--- src/rtl/sdp_ram_pkg.sv ---
// Shared types and helpers for the byte-enable simple dual-port RAM.
// Optional parity storage is enabled by defining SDP_RAM_PARITY_EN.
package sdp_ram_pkg;

  typedef enum logic {
    CLEAR = 1'b0,
    READY = 1'b1
  } sdp_ram_state_e;

  function automatic int be_w(input int data_w);
    return data_w / 8;
  endfunction

  // Even parity: the stored bit makes the byte plus parity have even ones
  function automatic logic par8(input logic [7:0] b);
    return ^b;
  endfunction

endpackage

--- src/rtl/sdp_ram_clear_seq.sv ---
// Post-reset clear sequencer: walks every address once writing zero,
// then raises init_done and stays READY until the next reset.
module sdp_ram_clear_seq
  import sdp_ram_pkg::*;
#(
  parameter int AW    = 4,
  parameter int DEPTH = 16
) (
  input  logic          clk,
  input  logic          rst_n,
  output logic          clear_we,
  output logic [AW-1:0] clear_addr,
  output logic          init_done
);

  localparam logic [AW-1:0] LAST = AW'(DEPTH - 1);

  sdp_ram_state_e  state;
  logic [AW-1:0]   cnt;

  always_ff @(posedge clk) begin
    if (!rst_n) begin
      state     <= CLEAR;
      cnt       <= '0;
      init_done <= 1'b0;
    end else begin
      unique case (state)
        CLEAR: begin
          if (cnt == LAST) begin
            state     <= READY;
            init_done <= 1'b1;
          end else begin
            cnt <= cnt + 1'b1;
          end
        end
        READY:   state <= READY;
        default: state <= CLEAR;
      endcase
    end
  end

  assign clear_we   = (state == CLEAR);
  assign clear_addr = cnt;

endmodule

--- src/rtl/sdp_ram_be.sv ---
// Simple dual-port RAM with byte enables, write-first collisions and
// range checking. Define SDP_RAM_PARITY_EN for per-byte parity.
module sdp_ram_be
  import sdp_ram_pkg::*;
#(
  parameter int DATA_W  = 16,
  parameter int ADDR_W  = 6,
  parameter int DEPTH   = 16,
  parameter int OUT_REG = 0
) (
  input  logic                     clk,
  input  logic                     rst_n,
  input  logic                     wr_en,
  input  logic [ADDR_W-1:0]        wr_addr,
  input  logic [DATA_W-1:0]        wr_data,
  input  logic [be_w(DATA_W)-1:0]  wr_be,
  input  logic                     rd_en,
  input  logic [ADDR_W-1:0]        rd_addr,
  output logic [DATA_W-1:0]        rd_data,
  output logic                     rd_valid,
  output logic                     init_done,
  output logic                     addr_err
`ifdef SDP_RAM_PARITY_EN
  ,
  output logic                     parity_err
`endif
);

  localparam int BE = be_w(DATA_W);
  localparam int IW = (DEPTH > 1) ? $clog2(DEPTH) : 1;
  localparam logic [ADDR_W:0] LIM = (ADDR_W + 1)'(DEPTH);

  logic [DATA_W-1:0] mem [DEPTH];

  logic          clear_we;
  logic [IW-1:0] ca;
  logic          clr;

  sdp_ram_clear_seq #(
    .AW    (IW),
    .DEPTH (DEPTH)
  ) u_clear (
    .clk        (clk),
    .rst_n      (rst_n),
    .clear_we   (clear_we),
    .clear_addr (ca),
    .init_done  (init_done)
  );

  logic          wr_in;
  logic          rd_in;
  logic          wr_ok;
  logic          rd_act;
  logic          rd_ok;
  logic          coll;
  logic [IW-1:0] wa;
  logic [IW-1:0] ra;

  assign clr    = clear_we && rst_n;
  assign wr_in  = {1'b0, wr_addr} < LIM;
  assign rd_in  = {1'b0, rd_addr} < LIM;
  assign wa     = wr_addr[IW-1:0];
  assign ra     = rd_addr[IW-1:0];
  assign wr_ok  = rst_n && init_done && wr_en && wr_in;
  assign rd_act = rst_n && init_done && rd_en;
  assign rd_ok  = rd_act && rd_in;
  assign coll   = wr_ok && rd_ok && (wr_addr == rd_addr);

  logic [DATA_W-1:0] wr_old;
  logic [DATA_W-1:0] wr_new;
  logic [DATA_W-1:0] rd_word;

  always_comb begin
    wr_old = mem[wa];
    wr_new = wr_old;
    for (int b = 0; b < BE; b++) begin
      if (wr_be[b]) wr_new[8*b +: 8] = wr_data[8*b +: 8];
    end
    rd_word = coll ? wr_new : mem[ra];
  end

`ifdef SDP_RAM_PARITY_EN
  logic [BE-1:0] par [DEPTH];
  logic [BE-1:0] par_new;
  logic [BE-1:0] rd_par;
  logic          rd_bad;

  always_comb begin
    par_new = par[wa];
    for (int b = 0; b < BE; b++) begin
      if (wr_be[b]) par_new[b] = par8(wr_data[8*b +: 8]);
    end
    rd_par = coll ? par_new : par[ra];
    rd_bad = 1'b0;
    for (int b = 0; b < BE; b++) begin
      if (par8(rd_word[8*b +: 8]) != rd_par[b]) rd_bad = 1'b1;
    end
    rd_bad = rd_bad && rd_ok;
  end

  always_ff @(posedge clk) begin
    if (clr) par[ca] <= '0;
    else if (wr_ok) par[wa] <= par_new;
  end
`endif

  always_ff @(posedge clk) begin
    if (clr) mem[ca] <= '0;
    else if (wr_ok) mem[wa] <= wr_new;
  end

  logic              v1;
  logic [DATA_W-1:0] d1;
`ifdef SDP_RAM_PARITY_EN
  logic              pe1;
`endif

  // Out-of-range reads still return a valid beat, carrying zero
  always_ff @(posedge clk) begin
    if (!rst_n) begin
      v1       <= 1'b0;
      d1       <= '0;
      addr_err <= 1'b0;
`ifdef SDP_RAM_PARITY_EN
      pe1      <= 1'b0;
`endif
    end else begin
      v1       <= rd_act;
      if (rd_act) d1 <= rd_in ? rd_word : '0;
      addr_err <= init_done &&
                  ((wr_en && !wr_in) || (rd_en && !rd_in));
`ifdef SDP_RAM_PARITY_EN
      pe1      <= rd_bad;
`endif
    end
  end

  generate
    if (OUT_REG != 0) begin : g_oreg
      logic              v2;
      logic [DATA_W-1:0] d2;
`ifdef SDP_RAM_PARITY_EN
      logic              pe2;
`endif
      always_ff @(posedge clk) begin
        if (!rst_n) begin
          v2  <= 1'b0;
          d2  <= '0;
`ifdef SDP_RAM_PARITY_EN
          pe2 <= 1'b0;
`endif
        end else begin
          v2  <= v1;
          if (v1) d2 <= d1;
`ifdef SDP_RAM_PARITY_EN
          pe2 <= pe1 && v1;
`endif
        end
      end
      assign rd_valid   = v2;
      assign rd_data    = d2;
`ifdef SDP_RAM_PARITY_EN
      assign parity_err = pe2;
`endif
    end else begin : g_noreg
      assign rd_valid   = v1;
      assign rd_data    = d1;
`ifdef SDP_RAM_PARITY_EN
      assign parity_err = pe1;
`endif
    end
  endgenerate

endmodule
--- config.mk ---
export PLATFORM = sky130hd
export DESIGN_NAME = sdp_ram_be
export DESIGN_NICKNAME = d
export VERILOG_FILES = /design/src/rtl/sdp_ram_pkg.sv /design/src/rtl/sdp_ram_clear_seq.sv /design/src/rtl/sdp_ram_be.sv
export SDC_FILE = /design/constraint.sdc
export NUM_CORES = 1
export LEC_CHECK = 0
export BUFFER_PORTS_ARGS = -buffer_cell sky130_fd_sc_hd__buf_2
export CAP_MARGIN = 10
export CORE_MARGIN = 5
export CORE_UTILIZATION = 30
export CTS_CLUSTER_DIAMETER = 40
export DETAILED_ROUTE_END_ITERATION = 8
export PLACE_DENSITY = 0.53
export SYNTH_ARGS = -nofsm -noshare
export SYNTH_HDL_FRONTEND = slang
export SYNTH_HIERARCHICAL = 1
export SYNTH_SLANG_ARGS = --single-unit
export TNS_END_PERCENT = 50
--- constraint.sdc ---
create_clock -name clk -period 5.5 [get_ports clk]
set_input_delay 0.275 -clock clk [delete_from_list [all_inputs] [get_ports clk]]
set_output_delay 0.275 -clock clk [all_outputs]
set_load 0.03 [all_outputs]
== After elaboration in Yosys (flattened, before gate mapping) ==
Memories as Yosys holds them, arrays and structs flattened.
Cells that the tools add are included.

* Register bits after elaboration: 24
* RAM bits: 256
* Bits of input ports: 34
* Output and inout bits: 19
* Word-level logic and storage cells: 45
* Memories: 1

* Add/subtract/negate cells: 1
* $lt $le $gt $ge: 2
* Eq/ne operators: 2
* Multiplexer cells: 14
* Bitwise operators: 2
* Reductions and logical operators: 17

{| class="wikitable"
|+ Memories
! name !! depth !! width !! read ports !! clocked after Yosys merged registers in !! wr ports !! RTL line !! source
|-
| mem || 16 || 16 || 2 || 0 || 1 || sdp_ram_be.sv:33 || <nowiki>logic [DATA_W-1:0] mem [DEPTH];</nowiki>
|}

{| class="wikitable"
|+ Operators by type and width
! operator !! count
|-
| 16-bit 2-to-1 mux || 3
|-
| 8-bit 2-to-1 mux || 2
|-
| 16-bit OR reduction || 1
|-
| 6-bit by 5-bit less-than comparator with 1-bit output (second input constant) || 2
|-
| 1-bit logical AND || 11
|-
| 1-bit 2-to-1 mux || 7
|-
| 6-bit equality test || 1
|-
| 4-bit by 1-bit adder with 4-bit output (second input constant) || 1
|-
| 4-bit equality test (second input constant) || 1
|-
| 4-bit 2-to-1 mux || 1
|-
| 2-bit AND reduction || 2
|-
| 1-bit logical NOT || 2
|-
| 1-bit NOT || 2
|-
| 1-bit case mux with 2 select lines || 1
|-
| 1-bit logical OR || 1
|}

== Logic depth before layout (Yosys ltp) ==
* Depth after elaboration: 8
* Depth in mapped cells: 8
* Gate-level depth less buffers: 6

== By module ==
The synthesis kept the hierarchy.

{| class="wikitable"
|+ Modules (own cells, without submodules)
! module !! times used !! cells an instance !! area an instance (sq um) !! sequential area each (sq um)
|-
| sdp_ram_be || 1 || 758 || 12867.3 || 8047.7
|-
| sdp_ram_clear_seq || 1 || 25 || 252.7 || 120.1
|}

== Worst setup path after synthesis ==
Ideal clock, no wire load.

* Kind: reg-to-reg
* Start point: reg u_clear.init_done
* End point: mem mem[11][0] (enable)
* Setup time: 388 ps
* Arrival time: 2308 ps
* Data required time: 5112 ps
* Path slack: 2803 ps
* Stages on the path, launching flop included: 6
* Buffers on the path: 1
* Clock period less this slack: 2697 ps
* Path through: dfxtp_1 nand3_1 or4_1 buf_2 o32a_1 nor2_1

* Cells in the longest elaborated chain, start to end: 8
* Elaborated cells between the ends (all ways): 9
* Classes of those cells: 5 x mux; 4 x reduce/logical

{| class="wikitable"
|+ Ends and longest elaborated chain
! item !! RTL line !! source
|-
| start: declaration || sdp_ram_clear_seq.sv:13 || <nowiki>output logic init_done</nowiki>
|-
| start signal: assignment || sdp_ram_clear_seq.sv:25 || <nowiki>init_done <= 1'b0;</nowiki>
|-
| start signal: assignment || sdp_ram_clear_seq.sv:31 || <nowiki>init_done <= 1'b1;</nowiki>
|-
| 1-bit logical AND (*) (3 in a row) || sdp_ram_be.sv:64 || <nowiki>assign wr_ok = rst_n && init_done && wr_en && wr_in;</nowiki>
|-
| 1-bit 2-to-1 mux (*) || sdp_ram_be.sv:109 || <nowiki>else if (wr_ok) mem[wa] <= wr_new;</nowiki>
|-
| 1-bit 2-to-1 mux (*) || sdp_ram_be.sv:108 || <nowiki>if (clr) mem[ca] <= '0;</nowiki>
|-
| 1-bit 2-to-1 mux (not written as such) (*) || sdp_ram_be.sv:109 ||
|-
| 16-bit OR reduction (no source line) || n/a ||
|-
| 4-bit 2-to-1 mux (no source line) or 1-bit 2-to-1 mux (tied branches) || n/a ||
|-
| end: declaration || sdp_ram_be.sv:33 ||
|}

Mark *: on every way between the ends. The rest lies on a longest branch, timed or not.

== Worst setup path after layout ==
* Start point: reg u_clear.state
* End point: mem mem[13][7] (enable)

* Cells in the longest elaborated chain, start to end: 6
* Elaborated cells between the ends (all ways): 9
* Classes of those cells: 6 x mux; 1 x bitwise; 2 x reduce/logical

{| class="wikitable"
|+ Ends and longest elaborated chain
! item !! RTL line !! source
|-
| start: declaration || sdp_ram_clear_seq.sv:18 || <nowiki>sdp_ram_state_e state;</nowiki>
|-
| start signal: assignment || sdp_ram_clear_seq.sv:23 || <nowiki>state <= CLEAR;</nowiki>
|-
| start signal: assignment || sdp_ram_clear_seq.sv:30 || <nowiki>state <= READY;</nowiki>
|-
| start signal: assignment || sdp_ram_clear_seq.sv:36 || <nowiki>READY: state <= READY;</nowiki>
|-
| 1-bit NOT (no source line) (*) || n/a ||
|-
| via clear_we || sdp_ram_be.sv:35 || <nowiki>logic clear_we;</nowiki>
|-
| 1-bit logical AND (*) || sdp_ram_be.sv:59 || <nowiki>assign clr = clear_we && rst_n;</nowiki>
|-
| 1-bit 2-to-1 mux || sdp_ram_be.sv:108 ||
|-
| 1-bit 2-to-1 mux (not written as such) || sdp_ram_be.sv:109 ||
|-
| 16-bit OR reduction (no source line) || n/a ||
|-
| 4-bit 2-to-1 mux (no source line) or 1-bit 2-to-1 mux (tied branches) || n/a ||
|}

Mark *: on every way through the listed nets, which the timed path passes. The rest lies on a longest branch.

==> results.json <==
{
  "synth_fa_ha_area_share_pct": 0.09537,
  "path_clk_slew_ns": 0.05,
  "remaining_drc_errors": 0,
  "grt_pass1_vias": 8042,
  "power_mw": 5.413,
  "period_needed_ns": 3.020,
  "setup_ws_ns": 2.480,
  "synth_simple_gate_area_share_pct": 4.558,
  "via_per_inst": 5.547,
  "drt_iter0_drc": 869,
  "finalSetupTns_ns": 0,
  "tritoncts": "built",
  "synth_compound_area_share_pct": 7.429,
  "mostFrequentLayoutCell": "edfxtp_1",
  "drtAntennaViolNets": 0,
  "io_buffers": 52,
  "grt_max_degree": 70,
  "synthXorXnorAreaFrac_pct": 0.3338,
  "dr.pass1.iters": 5,
  "syn_to_final_growth_pct": 17.67,
  "critPathArrivalTime_ns": 3.17,
  "hold_violations": 0,
  "cp.required_ns": 5.65,
  "start_util_pct": 30.39,
  "dp_hpwl_um": 27750,
  "cts_max_level": 2,
  "die_y_um": 219.1,
  "crit_chain": "inv_1, or4_1, buf_4, nor3b_1, a31oi_1, nor2_2",
  "fp.coreArea_um2": 43170,
  "place_ws_ns": 2.167,
  "wl_um": 41640,
  "status": "completed",
  "antenna_cells": 0,
  "synth_mux_area_share_pct": 22.70,
  "final_nets": 876,
  "syn_nets": 818,
  "path_max_fanout": 28,
  "place_area_um2": 14000,
  "worstSetupPathType": "reg2reg",
  "ys_seq_elements": 280,
  "final-seq-area_um2": 8168,
  "final_cell_mix": "edfxtp_1 (256), mux4_2 (92), mux2_2 (64), buf_2 (50), a22oi_1 (48)",
  "max_slew.worst_pin.slew_ns": 1.312,
  "fp.dieArea_um2": 48020,
  "slowest_delay_ns": 0.94,
  "synth_top_family_by_area": "multiplexers",
  "ctsResizeCount": 0,
  "post-cts-setup-buffer-count": 0,
  "track_usage_pct": 17.31,
  "postSynthCellCount": 783,
  "grt_pass1_wl_um": 59710,
  "clock.fmax_ghz": 0.3312,
  "fin_crit_sh_pct": 54.90,
  "clockRootBuffer": "clkbuf_16",
  "drv_cap": 0,
  "power_density_nw_per_um2": 350.6,
  "hold_slack_ns": 0.03644,
  "peakVddDrop_mv": 0.1722,
  "hold_buffers": 0,
  "die_x_um": 219.1,
  "yosysWarnings": 6,
  "grt_overflow_total": 0,
  "wire_per_inst_um": 28.56,
  "drv_slew": 0,
  "relSlewSlack_pct": 12.23,
  "rsz0062_at_grt": "no",
  "end_kind": "flop",
  "finalSetupViolCount": 0,
  "finClkSkew_ns": 0.01075,
  "synth.distinct_cells": 48,
  "filler_cell_count": 4103,
  "drive_gt1_share_pct": 38.26,
  "max-clock-path-buffers": 3,
  "ys_seq_area_share_pct": 62.25,
  "antenna_found_initial": 0,
  "dr_total_vias": 8088,
  "gp_congestion": 0.8754,
  "hold_class": "in2reg",
  "ios": 53,
  "avgSynthCellArea_um2": 16.76,
  "startpoint_type": "flop",
  "cts_buffers": 42,
  "cts.sinks": 280,
  "synth_area_um2": 13120,
  "multi_input_area_um2": 4668,
  "row_count": 76,
  "crit_path_top_delay_cell": "nor2_2",
  "insertion_delay_ns": 0.54,
  "leakagePower_nw": 5.047,
  "final_cell_area_um2": 15440
}
==> flip-flops by register name (all words and copies together) (netlist names) <==
name	flops
mem	256
rd_data	16
u_clear/clear_addr	4
addr_err	1
rd_valid	1
u_clear/init_done	1
u_clear/state	1
==> worst paths after layout <==
| path | startpoint | endpoint | slack, ns | cells past startpoint |
|---|---|---|---|---|
| hold reg to reg | rd_data[2]$_SDFFE_PN0N_ | rd_data[2]$_SDFFE_PN0N_ | 0.52 | 2 |
| setup / recovery | u_clear/state$_SDFF_PN0_ | mem[13][7]$_DFFE_PP_ | 2.48 | 6 |
| hold / removal | rd_addr[4] | addr_err$_SDFF_PN0_ | 0.04 | 3 |
| setup reg to reg | u_clear/state$_SDFF_PN0_ | mem[13][7]$_DFFE_PP_ | 2.48 | 6 |
==> critical path, delay by kind of cell (launching register included) <==
kind / cells / cell delay, ns
AO/OA/AOI/OAI: 1 / 0.16
buffers and inverters: 2 / 0.38
flip-flops: 1 / 0.42
AND/OR/NAND/NOR: 3 / 1.65
==> through the flow <==
stage / utilization, % / instances
floorplan: - / 783
global route: 35.76 / 1458
finish: 35.76 / 1458
detailed placement: 32.43 / 1382
global placement: 32.43 / 1382
CTS: 35.76 / 1458
==> cells by family after synthesis <==
| kind of cell | count (synthesis) |
|---|---|
| AOI/OAI and AO/OA | 128 |
| xor gates and xnor gates | 5 |
| adders and majority gates | 1 |
| buffers and inverters | 65 |
| DFF | 280 |
| muxes | 168 |
| and+or+nand+nor | 136 |
==> per-layer routing <==
| metal | up-vias | routed length (µm) | track usage (%) |
|---|---|---|---|
| met4 | 0 | 1373 | 5.464 |
| met1 | 4199 | 17420 | 24.27 |
| li1 | 3385 | - | - |
| met3 | 79 | 4177 | 5.077 |
| met5 | - | 0 | 0 |
| met2 | 425 | 18670 | 26.04 |
==> power breakdown <==
part,switching (mW),internal (mW),total [mW]
Clock,1.03,1.71,2.74
Sequential,0.0143,2.32,2.33
Combinational,0.211,0.131,0.342
Total,1.25,4.16,5.41
==> Yosys cell counts (all sizes together) <==
| master | n | area (µm²) |
|---|---|---|
| a21boi | 1 | 7.510 |
| xnor2 | 1 | 8.760 |
| inv | 9 | 33.78 |
| nor2 | 51 | 191.4 |
| o221a | 1 | 11.26 |
| nand3 | 4 | 20.02 |
| or4 | 1 | 7.510 |
| or2 | 2 | 12.52 |
| o21a | 1 | 7.510 |
| a22oi | 48 | 360.4 |
| a211oi | 1 | 7.510 |
| a221oi | 16 | 190.2 |
| edfxtp | 256 | 7687 |
| mux4 | 96 | 2177 |
| and2 | 1 | 6.260 |
| xor2 | 4 | 35.03 |
| mux2i | 8 | 80.08 |
| a31oi | 6 | 58.80 |
| nor2b | 3 | 18.77 |
| nand4 | 1 | 6.260 |
| nor3b | 2 | 15.01 |
| dfxtp | 24 | 480.5 |
| nand3b | 2 | 15.01 |
| o21ai | 17 | 85.08 |
| o22ai | 33 | 206.5 |
| buf | 38 | 242.7 |
| nor3 | 21 | 110.1 |
| nand2b | 3 | 18.77 |
| nand2 | 44 | 167.7 |
| ha | 1 | 12.51 |
| o32a | 4 | 40.04 |
| nand4b | 1 | 8.760 |
| clkbuf | 18 | 68.81 |
| mux2 | 64 | 720.7 |
==> final cells by class <==
class | count | share of cell area [%]
multi-input cells | 438 | 30.24
well taps | 585 | 4.741
clock buffers | 45 | 6.881
repair buffers | 70 | 2.593
flip-flops and latches | 280 | 52.91
inverters | 9 | 0.2188
clock inverters | 31 | 2.423
No activity file was read; power rests on OpenSTA's default activity.
